**config.mk**
```make
export PLATFORM = sky130hd
export DESIGN_NAME = fetch_unit
export DESIGN_NICKNAME = d
export VERILOG_FILES = /design/src/rtl/fetch_pkg.sv /design/src/rtl/fetch_queue.sv /design/src/rtl/fetch_unit.sv
export SDC_FILE = /design/constraint.sdc
export NUM_CORES = 1
export LEC_CHECK = 0
export BUFFER_PORTS_ARGS = -buffer_cell sky130_fd_sc_hd__buf_2
export CAP_MARGIN = 20
export CORE_MARGIN = 2
export CORE_UTILIZATION = 44
export DETAILED_ROUTE_END_ITERATION = 16
export GPL_ROUTABILITY_DRIVEN = 0
export PLACE_DENSITY = 0.65
export SETUP_SLACK_MARGIN = 0.15
export SYNTH_ARGS = -nofsm -noshare
export SYNTH_HDL_FRONTEND = slang
export SYNTH_SLANG_ARGS = --single-unit
export TNS_END_PERCENT = 100
```
**constraint.sdc**
```tcl
create_clock -name clk -period 9.5 [get_ports clk]
set_input_delay 0.475 -clock clk [delete_from_list [all_inputs] [get_ports clk]]
set_output_delay 0.475 -clock clk [all_outputs]
set_load 0.05 [all_outputs]
```
**src/rtl/fetch_pkg.sv**
```systemverilog
// Shared constants and state type for the instruction fetch unit.
package fetch_pkg;

  localparam logic [31:0] FETCH_RESET_PC = 32'h0000_0000;
  localparam logic [31:0] FETCH_NOP      = 32'h0000_0013;

  typedef enum logic {
    StRun   = 1'b0,
    StDrain = 1'b1
  } fetch_state_e;

endpackage

```
**src/rtl/fetch_queue.sv**
```systemverilog
// Synchronous FIFO holding fetched {pc, instr} pairs; flush empties it in one cycle.
module fetch_queue #(
  parameter int unsigned Width = 64,
  parameter int unsigned Depth = 2
) (
  input  logic                         clk_i,
  input  logic                         rst_ni,
  input  logic                         flush_i,
  input  logic                         push_i,
  input  logic [Width-1:0]             push_data_i,
  input  logic                         pop_i,
  output logic [Width-1:0]             head_o,
  output logic                         full_o,
  output logic                         empty_o,
  output logic [$clog2(Depth+1)-1:0]   count_o
);

  localparam int unsigned PtrW = (Depth > 1) ? $clog2(Depth) : 1;
  localparam int unsigned CntW = $clog2(Depth + 1);

  logic [Width-1:0] mem_q [Depth];
  logic [PtrW-1:0]  wptr_q, rptr_q;
  logic [CntW-1:0]  cnt_q;
  logic             do_push, do_pop;

  assign empty_o = (cnt_q == '0);
  assign full_o  = (cnt_q == CntW'(Depth));
  assign count_o = cnt_q;
  assign head_o  = mem_q[rptr_q];

  assign do_pop  = pop_i && !empty_o;
  assign do_push = push_i && (!full_o || do_pop);

  function automatic logic [PtrW-1:0] ptr_inc(input logic [PtrW-1:0] p);
    return (p == PtrW'(Depth - 1)) ? '0 : p + PtrW'(1);
  endfunction

  always_ff @(posedge clk_i) begin
    if (!rst_ni || flush_i) begin
      wptr_q <= '0;
      rptr_q <= '0;
      cnt_q  <= '0;
    end else begin
      if (do_push) wptr_q <= ptr_inc(wptr_q);
      if (do_pop)  rptr_q <= ptr_inc(rptr_q);
      cnt_q <= cnt_q + CntW'(do_push) - CntW'(do_pop);
    end
  end

  // Storage is cleared only on reset so the decode-side outputs read zero afterwards.
  always_ff @(posedge clk_i) begin
    if (!rst_ni) begin
      for (int i = 0; i < int'(Depth); i++) mem_q[i] <= '0;
    end else if (do_push) begin
      mem_q[wptr_q] <= push_data_i;
    end
  end

endmodule

```
**src/rtl/fetch_unit.sv**
```systemverilog
// Instruction fetch: issues in-order memory requests, buffers responses for decode,
// and drains stale responses after a redirect. Optional FETCH_PERF_CNT_EN adds fetch_count.
module fetch_unit
  import fetch_pkg::*;
#(
  parameter int unsigned     XLEN     = 32,
  parameter logic [XLEN-1:0] RESET_PC = FETCH_RESET_PC,
  parameter int unsigned     QDEPTH   = 2
) (
  input  logic            clk,
  input  logic            rst,
  output logic            imem_req,
  output logic [XLEN-1:0] imem_addr,
  input  logic            imem_gnt,
  input  logic            imem_rvalid,
  input  logic [XLEN-1:0] imem_rdata,
  input  logic            redirect_valid,
  input  logic [XLEN-1:0] redirect_pc,
  output logic            id_valid,
  input  logic            id_ready,
  output logic [XLEN-1:0] id_instr,
  output logic [XLEN-1:0] id_pc
`ifdef FETCH_PERF_CNT_EN
  ,
  output logic [31:0]     fetch_count
`endif
);

  localparam int unsigned CW = $clog2(QDEPTH + 1);

  fetch_state_e    state_q, state_d;
  logic [XLEN-1:0] pc_q, resp_pc_q, target;
  logic [CW-1:0]   out_q, out_d, disc_q, disc_d, q_count;
  logic            fire, resp, accept, push, pop, q_full, q_empty;
  logic [2*XLEN-1:0] q_head;

  assign target = redirect_pc & ~XLEN'(3);
  assign fire   = imem_req && imem_gnt;
  // A response with nothing in flight is a leftover from before reset.
  assign resp   = imem_rvalid && ((out_q != '0) || (disc_q != '0));
  assign accept = resp && (disc_q == '0);
  assign push   = accept && !redirect_valid && (!q_full || pop);
  assign pop    = id_valid && id_ready && !redirect_valid;

  assign imem_req  = rst && (state_q == StRun) && ((32'(out_q) + 32'(q_count)) < QDEPTH);
  assign imem_addr = pc_q;
  assign id_valid  = !q_empty;
  assign id_pc     = q_head[2*XLEN-1:XLEN];
  assign id_instr  = q_head[XLEN-1:0];

  // On redirect every request still in flight becomes a discard, including one granted now.
  always_comb begin
    out_d   = out_q;
    disc_d  = disc_q;
    state_d = state_q;
    if (redirect_valid) begin
      out_d   = '0;
      disc_d  = disc_q + out_q + CW'(fire) - CW'(resp);
      state_d = (disc_d != '0) ? StDrain : StRun;
    end else begin
      out_d = out_q + CW'(fire) - CW'(accept);
      if (resp && (disc_q != '0)) disc_d = disc_q - CW'(1);
      if ((state_q == StDrain) && (disc_d == '0)) state_d = StRun;
    end
  end

  always_ff @(posedge clk) begin
    if (!rst) begin
      state_q   <= StRun;
      pc_q      <= RESET_PC;
      resp_pc_q <= RESET_PC;
      out_q     <= '0;
      disc_q    <= '0;
    end else begin
      state_q <= state_d;
      out_q   <= out_d;
      disc_q  <= disc_d;
      if (redirect_valid) begin
        pc_q      <= target;
        resp_pc_q <= target;
      end else begin
        if (fire) pc_q      <= pc_q + XLEN'(4);
        if (push) resp_pc_q <= resp_pc_q + XLEN'(4);
      end
    end
  end

  fetch_queue #(
    .Width (2 * XLEN),
    .Depth (QDEPTH)
  ) u_queue (
    .clk_i       (clk),
    .rst_ni      (rst),
    .flush_i     (redirect_valid),
    .push_i      (push),
    .push_data_i ({resp_pc_q, imem_rdata}),
    .pop_i       (pop),
    .head_o      (q_head),
    .full_o      (q_full),
    .empty_o     (q_empty),
    .count_o     (q_count)
  );

`ifdef FETCH_PERF_CNT_EN
  logic [31:0] fetch_count_q;

  always_ff @(posedge clk) begin
    if (!rst)     fetch_count_q <= '0;
    else if (pop) fetch_count_q <= fetch_count_q + 32'd1;
  end

  assign fetch_count = fetch_count_q;
`endif

endmodule

```
==> results.cfg <==
[synthesis]
synthTopCellsByArea = edfxtp_1 40%, dfxtp_1 15%, and2_1 8.4%
synth-seq-cells = 194
synth_edf_count = 124
syn_area_mm2 = 0.00935
ys_top_cells_by_count = 126 x and2_1, 124 x edfxtp_1, 70 x dfxtp_1, 62 x mux2_2, 42 x clkbuf_1
async_flop_share_pct = 0
postSynthAreaPerCell_um2 = 11.4
ys_types = 61
synthCells = 820
synthDominantAreaCellType = edfxtp_1
synth_top_area_share_pct = 39.8
synth-seq-area-share_pct = 54.8
yosysWarnings = 0
synth-main-ff-cell = edfxtp_1
yosysMostFrequentCell = and2_1

[timing]
finalCritPeriodShare_pct = 32.5
fin_skew_ns = 0.00820
worst_pin_slew_ns = 0.887
max_freq_ghz = 0.324
rsz0062_at_grt = false
tns_ns = 0
setup_viol = 0
slew_headroom_pct = 40.9
drv_slew = 0
holdWs_ns = 0.329
final-hold-violation-count = 0
final.min_clock_period_ns = 3.08

[global_routing]
grt.overflow.total = 0
grt_pass1_wl_um = 33200
grt_max_degree = 72
grt_pass1_vias = 6283
track_usage_pct = 19.1
antenna_found_initial = 0

[detailed_routing]
drt-pass1-iter-count = 5
drt_iter0_markers = 391
avgRoutedWirePerCell_um = 17.1
post-route-drc-count = 0
vias = 6813
via_per_inst = 5.49
final_antenna_net_count = 0
routed_wl_um = 21200

[clock_tree]
htreeDepth = 4
cts_hold_buf = 0
cts_sinks = 194
cts_tree = done
post_cts_resize_count = 0
path_clk_slew_ns = 0.07
postCtsSetupBuffers = 0
clockBufferDepth = 2
clkLatencyLatePin_ns = 0.43
cts_buffers = 17
root_buffer = clkbuf_16

[worst_setup_path]
critical_path_class = reg -> reg
crit_required_ns = 9.83
endpoint_kind = register
reg2reg_slack_ns = 6.42
path_max_fanout = 14
startpoint_type = register
arrival_ns = 3.41

[hold_path]
hold_path_class = in -> reg

[run]
cap_violations = 0

[power_and_ir_drop]
p_leak_nw = 4.29
max-vdd-ir-drop_mv = 0.132
power_mw = 1.97
p_per_area_mw_per_mm2 = 179

[floorplanning]
dieWidth_um = 150
dieArea_mm2 = 0.0224
core_area_mm2 = 0.0210
rows = 53
start_util_pct = 44.6
die_y_um = 150
top_level_ports = 168

[cells_and_area]
final_nets = 1034
final_util_pct = 52.3
diodes = 0
final_area_mm2 = 0.0110
drive_gt1_share_pct = 29.4
syn_to_final_growth_pct = 17.2

[outcome]
status = complete, no violations

[place]
dpl_cell_area_mm2 = 0.0103
dpl.hpwl_um = 13700
portBuffers = 161
state kept, by name, summed over array words and instances (netlist names), named ones only:
name,count
u_queue.mem_q,124
imem_addr,30
resp_pc_q,30
disc_q,2
out_q,2
u_queue.count_o,2
state_q,1
u_queue.rptr_q,1
u_queue.wptr_q,1
critical path, stage by stage (launching register included):
cell and delay (ns):
dfxtp_1 0.45, and2_1 0.18, fa_1 0.43, nor4b_2 0.27
buf_4 0.24, nand2_1 0.16, inv_1 0.13, fa_1 0.19
xor3_1 0.33, a211o_1 0.29, and3_1 0.17, o22a_1 0.15
cell families after synthesis:
family	share of synthesized area (%)
AND/OR/NAND/NOR	21.3
flip-flops	54.8
AO/OA/AOI/OAI	8.88
buffers and inverters	3.57
multiplexers	7.57
XOR/XNOR	2.31
adder cells (fa/ha/maj)	1.50
other	0.0401
power breakdown:
group,internal (mW),switching [mW]
clock,0.424,0.335
combinational,0.0712,0.164
sequential,0.937,0.0351
total,1.43,0.534
stage by stage:
step                      worst slack (ns)  std cells
after global routing                  6.23       1242
after global placement                5.61       1208
after detailed placement              5.62       1208
after floorplan                       3.25        823
final                                 6.42       1242
after CTS                             5.94       1240
final cells by class:
type | count | area, um2
well taps | 275 | 344
fillers | 1888 | 9990
flip-flops and latches | 194 | 5130
multi-input cells | 555 | 3930
inverters | 17 | 63.8
repair buffers | 169 | 876
clock inverters | 15 | 198
clock buffers | 17 | 425
worst paths after layout:
path,startpoint,depth (start not counted),endpoint
worst max-delay path,out_q[0]$_SDFF_PP0_,11,state_q$_SDFFE_PN0P_
worst min-delay path,imem_rdata[27],2,u_queue.mem_q[0][27]$_SDFFCE_PN0P_
worst max register to register,out_q[0]$_SDFF_PP0_,11,state_q$_SDFFE_PN0P_
worst min register to register,u_queue.rptr_q$_SDFFE_PP0N_,2,register
cells in the final DEF, fill, tap and decap left out, drive strengths merged, types with 22 or more instances in the layout:
master  count
buf       168
and2      128
edfxtp    124
dfxtp      70
mux2       62
o21ai      33
nand2      30
a31oi      28
nand4      26
or4        22
o31ai      22
inv        22
layer usage:
metal / share of wire, % / global-route usage [%] / wire [um] / up-vias
met5: 0 / 0 / 0 / -
met1: 48 / 27.3 / 10200 / 3253
met4: 0.75 / 5.00 / 160 / 0
met3: 6.6 / 4.02 / 1410 / 12
met2: 44 / 29.7 / 9440 / 231
li1: - / - / - / 3317
(Power assumes the default switching activity.)
